File: config.mk
export PLATFORM = sky130hd
export DESIGN_NAME = craps_dice_roller
export DESIGN_NICKNAME = d
export VERILOG_FILES = /design/src/rtl/craps_dice_roller.sv
export SDC_FILE = /design/constraint.sdc
export NUM_CORES = 1
export LEC_CHECK = 0
export ABC_AREA = 1
export CAP_MARGIN = 20
export CELL_PAD_IN_SITES_DETAIL_PLACEMENT = 1
export CELL_PAD_IN_SITES_GLOBAL_PLACEMENT = 2
export CORE_UTILIZATION = 38
export DETAILED_ROUTE_END_ITERATION = 8
export DONT_BUFFER_PORTS = 1
export PLACE_DENSITY_LB_ADDON = 0.1
export SLEW_MARGIN = 20
export SYNTH_ARGS = -nofsm -noshare
export SYNTH_HDL_FRONTEND = slang
export SYNTH_SLANG_ARGS = --single-unit
File: constraint.sdc
create_clock -name clk -period 3.2 [get_ports clk]
set_clock_uncertainty 0.2 [all_clocks]
set_input_delay 0.8 -clock clk [delete_from_list [all_inputs] [get_ports clk]]
set_output_delay 0.8 -clock clk [all_outputs]
set_load 0.02 [all_outputs]
File: src/rtl/craps_dice_roller.sv
// Two-dice roller for the craps game: a roll button edge starts a tumble of
// LFSR-driven dice, then the final faces latch into sum (and into point on come-out).
module craps_dice_roller #(
  parameter int unsigned TUMBLE_CYCLES = 16,
  parameter logic [15:0] LFSR_SEED     = 16'hACE1
) (
  input  logic       clk,
  input  logic       reset,
  input  logic       roll,
  input  logic [1:0] game_op,
  output logic [2:0] die1,
  output logic [2:0] die2,
  output logic [3:0] sum,
  output logic [3:0] point,
  output logic       roll_done,
  output logic       busy
);

  typedef enum logic [1:0] {IDLE, TUMBLE, LATCH} state_t;

  localparam logic [7:0] CNT_LOAD = 8'(TUMBLE_CYCLES - 1);
  localparam logic [1:0] OP_REROLL = 2'b01;

  state_t      state, state_nxt;
  logic [7:0]  cnt, cnt_nxt;
  logic [15:0] lfsr;
  logic        roll_q;
  logic        req;
  logic [2:0]  c1, c2;
  logic        c1_ok, c2_ok;
  logic [3:0]  throw_sum;

  assign req       = roll & ~roll_q;
  assign c1        = lfsr[2:0];
  assign c2        = lfsr[5:3];
  // Candidates 0 and 7 are rejected so a die can never show an illegal face.
  assign c1_ok     = (c1 != 3'd0) && (c1 != 3'd7);
  assign c2_ok     = (c2 != 3'd0) && (c2 != 3'd7);
  assign throw_sum = {1'b0, die1} + {1'b0, die2};
  assign busy      = (state != IDLE);

  always_ff @(posedge clk) begin
    if (reset) begin
      state <= IDLE;
      cnt   <= 8'd0;
    end else begin
      state <= state_nxt;
      cnt   <= cnt_nxt;
    end
  end

  always_comb begin
    state_nxt = state;
    cnt_nxt   = cnt;
    case (state)
      IDLE: begin
        if (req) begin
          state_nxt = TUMBLE;
          cnt_nxt   = CNT_LOAD;
        end
      end
      TUMBLE: begin
        if (cnt == 8'd0) state_nxt = LATCH;
        else             cnt_nxt   = cnt - 8'd1;
      end
      LATCH:   state_nxt = IDLE;
      default: state_nxt = IDLE;
    endcase
  end

  always_ff @(posedge clk) begin
    if (reset) begin
      lfsr      <= LFSR_SEED;
      roll_q    <= 1'b0;
      die1      <= 3'd1;
      die2      <= 3'd1;
      sum       <= 4'd0;
      point     <= 4'd0;
      roll_done <= 1'b0;
    end else begin
      lfsr      <= {lfsr[14:0], lfsr[15] ^ lfsr[13] ^ lfsr[12] ^ lfsr[10]};
      roll_q    <= roll;
      roll_done <= (state == LATCH);
      if (state == TUMBLE) begin
        if (c1_ok) die1 <= c1;
        if (c2_ok) die2 <= c2;
      end
      // Point is only re-established outside a reroll round.
      if (state == LATCH) begin
        sum <= throw_sum;
        if (game_op != OP_REROLL) point <= throw_sum;
      end
    end
  end

endmodule

==> qor.yml, run 1 <==
status:
  run_status: "completed"
setup_path:
  regToRegStartpoint: "die1[0]"
  path_buf_inv: 1
  critical_path_required_ns: 2.20
  r2r_setup_slack_ns: 1.38
  crit_path_end_kind: "output port"
  crit_arrival_ns: 0.93
  reg2regPathDepth: 6
  crit_fanout: 3
  critPathTopFamily: "flip-flops"
  path_depth: 2
  rr_endpoint: "point[2]"
  crit_path_start_kind: "register"
  max_stage_delay_ns: 0.40
  crit_type: "register to output port"
  cpMaxStageDelayCell: "dfxtp_1"
  path_cells: "inv_1 > nand2_2"
run:
  cap_viol_max_count: 0
detailed_routing:
  routed_wl_um: 3580
  routedWlPerCell_um: 13.0
  num_vias: 1332
  postRouteAntennaNets: 0
  drt_iter0_drc: 26
  drt-pass1-iter-count: 4
  drc: 0
  viasPerCell: 4.84
timing:
  setup_viol: 0
  rsz0062_at_grt: "no"
  worstMarginPinSlew_ns: 0.460
  tns_ns: 0
  setup_ws_ns: 1.27
  period_needed_ns: 1.93
  finalHoldViolCount: 0
  max_freq_mhz: 517
  slew_viol_final: 0
  period_share: 0.605
  slew_headroom: 0.693
die:
  die_w_um: 69.5
  die_area_um2: 4830
  core_um2: 4350
  ioPinCount: 21
  start_util: 0.398
  die_h_um: 69.5
  fp-row-count: 24
clock_tree:
  clkLatencyLatePin_ns: 0.29
  cts_resized: 0
  path_clk_slew_ns: 0.08
  cts_sinks: 42
  clock_path_buffers: 2
  cts_tree: "built"
  hold_buffers: 0
  cts_buffers: 5
  h-tree-depth: 2
  cts-root-buf: "clkbuf_8"
  post_cts_buffers: 0
worst_hold_path:
  min_path_type: "register to register"
  min-delay-start: "lfsr[8]"
  holdPathEnd: "lfsr[9]"
  holdPathStages: 2
place:
  post-place-ws_ns: 1.34
  place_area_um2: 1780
  hpwl_um: 2680
  gp_congestion: 0.773
  io_buffers: 0
final_layout:
  utilization: 0.434
  drive_gt1_frac: 0.0987
  fin_area_um2: 1890
  nNetsFinal: 233
  antennaDiodeCount: 0
  final.fill_count: 527
  syn_to_final_growth_pct: 9.10
synthesis:
  ys_warn_count: 0
  ys_seq_area_frac: 0.486
  avgSynthCellArea_um2: 7.91
  synth_nets: 230
  ys_seq_elements: 42
  syn_area_um2: 1730
  synth_cells: 219
  yosys.cell_types.count: 26
power_and_ir_drop:
  p_per_area_nw_per_um2: 643
  leakagePower_uw: 0.000832
  max-vdd-ir-drop_v: 0.000249
global_routing:
  antenna_found_initial: 0
  grt_pass1_vias: 1425
  grt_max_degree: 29
  grt_usage: 0.167
  grt_pass1_wl_um: 6350
  overflow: 0
sequential cells by signal, indices dropped and copies added (netlist names):
| name | cells |
|---|---|
| cnt | 8 |
| die1 | 3 |
| die2 | 3 |
| lfsr | 16 |
| point | 4 |
| roll_done | 1 |
| roll_q | 1 |
| state | 2 |
| sum | 4 |
cell usage after synthesis:
cell type	n	share of area
a211oi_1	1	0.0043
a21oi_1	14	0.040
a31oi_1	2	0.0072
buf_1	2	0.0043
buf_2	2	0.0058
dfxtp_1	42	0.49
fa_1	1	0.012
ha_1	5	0.036
inv_1	32	0.069
inv_2	1	0.0022
nand2_1	40	0.087
nand2_2	2	0.0072
nand3_1	8	0.023
nand4_1	1	0.0036
nor2_1	32	0.069
nor2_2	2	0.0072
nor2_4	2	0.013
nor2_8	1	0.012
nor3_4	1	0.0094
nor4_1	1	0.0036
o211ai_1	4	0.017
o21ai_0	13	0.038
o21ai_2	1	0.0051
or2_2	5	0.018
xnor2_1	2	0.010
xor2_1	2	0.010
layer usage:
layer  vias up  share of wire  global-route usage
met1       627           0.45               0.197
li1        687              -                   -
met2        12           0.51               0.294
met3         6          0.028              0.0392
met5         -              0                   0
met4         0          0.016              0.0612
stage by stage:
stage | hold WS (ns) | power [uW] | cells
CTS | 0.213 | 1240 | 275
global placement | 0.193 | 813 | 267
detailed placement | 0.195 | 821 | 267
floorplan | 0.188 | 773 | 219
global route | 0.223 | 1290 | 275
finish | 0.208 | 1220 | 275
worst reg2reg max path: cells and delay by family (launching register included):
kind            cells  cell delay, ns
fa+ha+maj           2            0.57
flops               1            0.49
xor+xnor            1            0.24
compound gates      1            0.11
simple gates        1            0.10
buf+inv             1            0.06
power by group:
| group | internal [uW] | total [uW] | switching [uW] |
|---|---|---|---|
| combinational | 69.7 | 205 | 135 |
| sequential | 560 | 601 | 40.2 |
| clock | 233 | 410 | 177 |
placed cells by master (no fill, tap or decap), drive strengths merged:
cell type | Yosys | layout
ha | 5 | 5
xor2 | 2 | 2
dfxtp | 42 | 42
clkinvlp | 0 | 1
clkbuf | 0 | 6
a31oi | 2 | 2
nand4 | 1 | 1
nor4 | 1 | 1
xnor2 | 2 | 2
nor2 | 37 | 37
nand2 | 42 | 42
o21ai | 14 | 14
nand3 | 8 | 8
inv | 33 | 33
or2 | 5 | 5
a21oi | 14 | 14
o211ai | 4 | 4
a211oi | 1 | 1
fa | 1 | 1
bufinv | 0 | 1
nor3 | 1 | 1
cells by family after synthesis:
| group | synth area share |
|---|---|
| simple gates | 0.253 |
| flops | 0.486 |
| buf+inv | 0.0816 |
| compound gates | 0.112 |
| fa+ha+maj | 0.0477 |
| xor+xnor | 0.0202 |
area by class of cell:
cell class                      instances  area (um^2)  share of cell area
Clock buffer                            6         72.6              0.0384
Multi-Input combinational cell        140          749               0.397
Inverter                               33          124              0.0656
Tap cell                               52         65.1              0.0344
Sequential cell                        42          841               0.445
Clock inverter                          2         37.5              0.0199
worst max path at each step:
stage	from	to	slack, ns
final	state[1]	busy	1.27
after global routing	die1[2]	sum[3]	1.19
after CTS	state[1]	busy	1.24
after detailed placement	roll	cnt[7]	1.34
after global placement	roll	cnt[7]	1.35
after floorplan	roll	cnt[7]	1.38
Note: power is estimated with default switching activity, not from simulation.
==> inputs of run 2 (changes only) <==
ABC_AREA = 0   (was 1)
CORE_UTILIZATION = 34   (was 38)
clock period = 1.7 ns   (was 3.2 ns; I/O delays follow)
==> qor.yml, run 2 <==
final_layout:
  largest_register_ffs: 16  # unchanged
  final_cell_count_no_fill: 280  # +1.8%
  layout_commonest_cell: "dfxtp_1"
  mostFrequentLayoutCells: "dfxtp_1 (36), buf_4 (27), nor2b_1 (13), nor2_1 (13)"
  antennaDiodeCount: 0  # unchanged
  utilization: 0.463  # +0.0295
  top_register: "lfsr"
  nNetsFinal: 223  # -4.3%
  drive_gt1_frac: 0.343  # +0.244
  top_regs: "lfsr: 16 flops, cnt: 8 flops"
  syn_to_final_growth_pct: 29.6
die:
  ioPinCount: 21  # unchanged
  die_w_um: 72.7  # +4.6%
  core_um2: 4750  # +9.2%
  fp-row-count: 25  # +4.2%
  start_util: 0.358  # -0.0401
  die_area_um2: 5290  # +9.5%
  die_h_um: 72.7  # +4.6%
power_and_ir_drop:
  pwr-share-comb: 0.242  # +0.074
  clkPwrFrac: 0.348  # +0.011
  sequentialPowerShare: 0.410  # -0.084
  leakagePower_uw: 0.000880  # +5.8%
  max-vdd-ir-drop_v: 0.000470  # +88%
  p_per_area_nw_per_um2: 1270  # +97%
  power_switching_uw: 742  # +110%
  intPower_uw: 2050  # +140%
  p_sw_frac: 0.266  # -0.0244
setup_path:
  crit_fanout: 8  # +5
  crit_arrival_ns: 1.97  # +1.04 ns
  crit_path_end_kind: "register"
  crit_type: "register to register"
  critical_path_required_ns: 1.72  # -0.48 ns
  crit_path_start_kind: "register"
synthesis:
  synthFlopType: "dfxtp_1"
  ys_seq_area_frac: 0.494  # +0.00893
  ys_async_sr_fraction: 0  # unchanged
  synth_common_cells: "dfxtp_1 (42), nor2_1 (14), nor2b_1 (13)"
  syn_area_um2: 1700  # -1.8%
  synth_edf_count: 0  # unchanged
  synth_cells: 181  # -17%
  synth_top_area_frac: 0.494  # +0.00893
  yosys.area.top_type: "dfxtp_1"
  ys_warn_count: 0  # unchanged
  yosys-top-cells-area: "dfxtp_1 (49%), nor2b_1 (4.8%), or2_2 (4.4%), ha_1 (3.7%), a21oi_1 (3.5%)"
  ys_seq_elements: 42  # unchanged
  yosys.cell_count.top_type: "dfxtp_1"
  avgSynthCellArea_um2: 9.39  # +19%
  yosys.cell_types.count: 36  # +38%
  synth_nets: 192  # -17%
clock_tree:
  cts_buffers: 5  # unchanged
  cts-root-buf: "clkbuf_8"
  clkLatencyLatePin_ns: 0.29  # about the same
  clock_path_buffers: 2  # unchanged
  cts_sinks: 42  # unchanged
  h-tree-depth: 2  # unchanged
  path_clk_slew_ns: 0.08  # about the same
  cts_tree: "built"
global_routing:
  grt_max_degree: 28  # -3.4%
  overflow: 0  # unchanged
  grt_usage: 0.170  # +0.00284
  antenna_found_initial: 0  # unchanged
  grt_pass1_wl_um: 6840  # +7.6%
  grt_pass1_vias: 1394  # -2.2%
timing:
  slew_headroom: 0.319  # -0.374
  max_freq_mhz: 514
  rsz0062_at_grt: "yes"
  period_share: 1.14
  period_needed_ns: 1.95
  finalHoldViolCount: 0  # unchanged
  tns_ns: -1.04  # -1.04 ns
  slew_viol_final: 0  # unchanged
  worstMarginPinSlew_ns: 1.02  # +0.561 ns
  setup_viol: 5  # +5
  setup_ws_ns: -0.245  # -1.51 ns
status:
  run_status: "finished, violations left"
  failed_checks: "negative setup slack"
worst_hold_path:
  min_path_type: "input pin to register"
detailed_routing:
  postRouteAntennaNets: 0  # unchanged
  routed_wl_um: 4130  # +15%
  num_vias: 1396  # +4.8%
  viasPerCell: 4.99  # +2.9%
  drc: 0  # unchanged
  drt_iter0_drc: 46  # +77%
  drt-pass1-iter-count: 4  # unchanged
  routedWlPerCell_um: 14.7  # +13%
place:
  io_buffers: 0  # unchanged
  gp_congestion: 0.814  # +5.3%
  hpwl_um: 2840  # +6.2%
  dp.cells: 267  # unchanged
run:
  cap_viol_max_count: 0  # unchanged
## run 2: cell types whose count changed in the layout (fill, tap and decap cells not counted), moves of 6 or more
cell	change
nand2_1	-29
nor2_1	-19
nor2b_1	+13
a211oi_1	+6
inv_1	-25
or2_2	+6
buf_4	+27
dfxtp_1	-6
dfxtp_2	+6
nand3_1	-7
## run 2: per-layer routing
metal | vias up | wire length, um | GRT usage
li1 | 693 | - | -
met1 | 679 | 1910 | 0.214
met2 | 20 | 2040 | 0.283
met3 | 4 | 128 | 0.0428
met4 | 0 | 42 | 0.0588
met5 | - | 0 | 0
## run 2: critical path, stage by stage, from the launching register on
cell and delay (ns):
dfxtp_2 0.34, inv_2 0.05, ha_4 0.14, nor4bb_1 0.12, a221o_2 0.42, or3_2 0.47
a21oi_1 0.14
## run 2: repair_timing
| item | 4_1_cts | 5_1_grt |
|---|---|---|
| hold buffers | 1 | 0 |
| endpoints found under the setup margin | 7 | 33 |
| endpoints found under the hold margin | 27 | 0 |
| cloned | 0 | 0 |
| pin swaps | 3 | 3 |
| gates resized for setup | 2 | 12 |
| buffers inserted | 1 | 3 |
## run 2: cells by family (layout without fill, tap and decap cells)
group	Yosys count	in the layout	synth area share
xor gates and xnor gates	4	4	0.0206
buffers and inverters	15	47	0.0331
adders and majority gates	6	6	0.0486
and+or+nand+nor	68	68	0.219
DFF	42	42	0.494
AOI/OAI and AO/OA	44	44	0.173
muxes	2	2	0.0118
## run 2: metrics by stage
stage	setup WS, ns	power [uW]	instance area (um^2)	hold slack (ns)
finish	-0.245	2790	2200	0.0374
detailed placement	-0.272	1750	1960	0.197
CTS	-0.231	2760	2130	0.0249
floorplan	-0.228	1510	1710	0.189
global placement	-0.230	1720	1960	0.199
global route	-0.327	2950	2200	0.0166
## run 2: final cells by class
| type | instances | area, um^2 |
|---|---|---|
| multi-input combinational | 124 | 848 |
| tap | 67 | 83.8 |
| sequential | 42 | 848 |
| clock buffer | 6 | 82.6 |
| inverter | 9 | 33.8 |
| timing repair buffer | 30 | 246 |
| fill | 569 | 2550 |
| clock inverter | 2 | 60.1 |
## run 2: final timing paths
kind,from,endpoint,slack [ns],depth (start not counted)
worst min-delay path,reset,lfsr[13],0.04,1
worst min register to register,lfsr[9],lfsr[10],0.21,1
worst max register to register,cnt[1],cnt[6],-0.25,6
worst max-delay path,cnt[1],cnt[6],-0.25,6
## run 2: power groups by stage
stage / sequential, uW / combinational, uW / clock [uW]
floorplan: 1180 / 332 / 0
global placement: 1160 / 558 / 0
detailed placement: 1170 / 579 / 0
CTS: 1150 / 619 / 999
global route: 1160 / 748 / 1050
finish: 1150 / 676 / 970
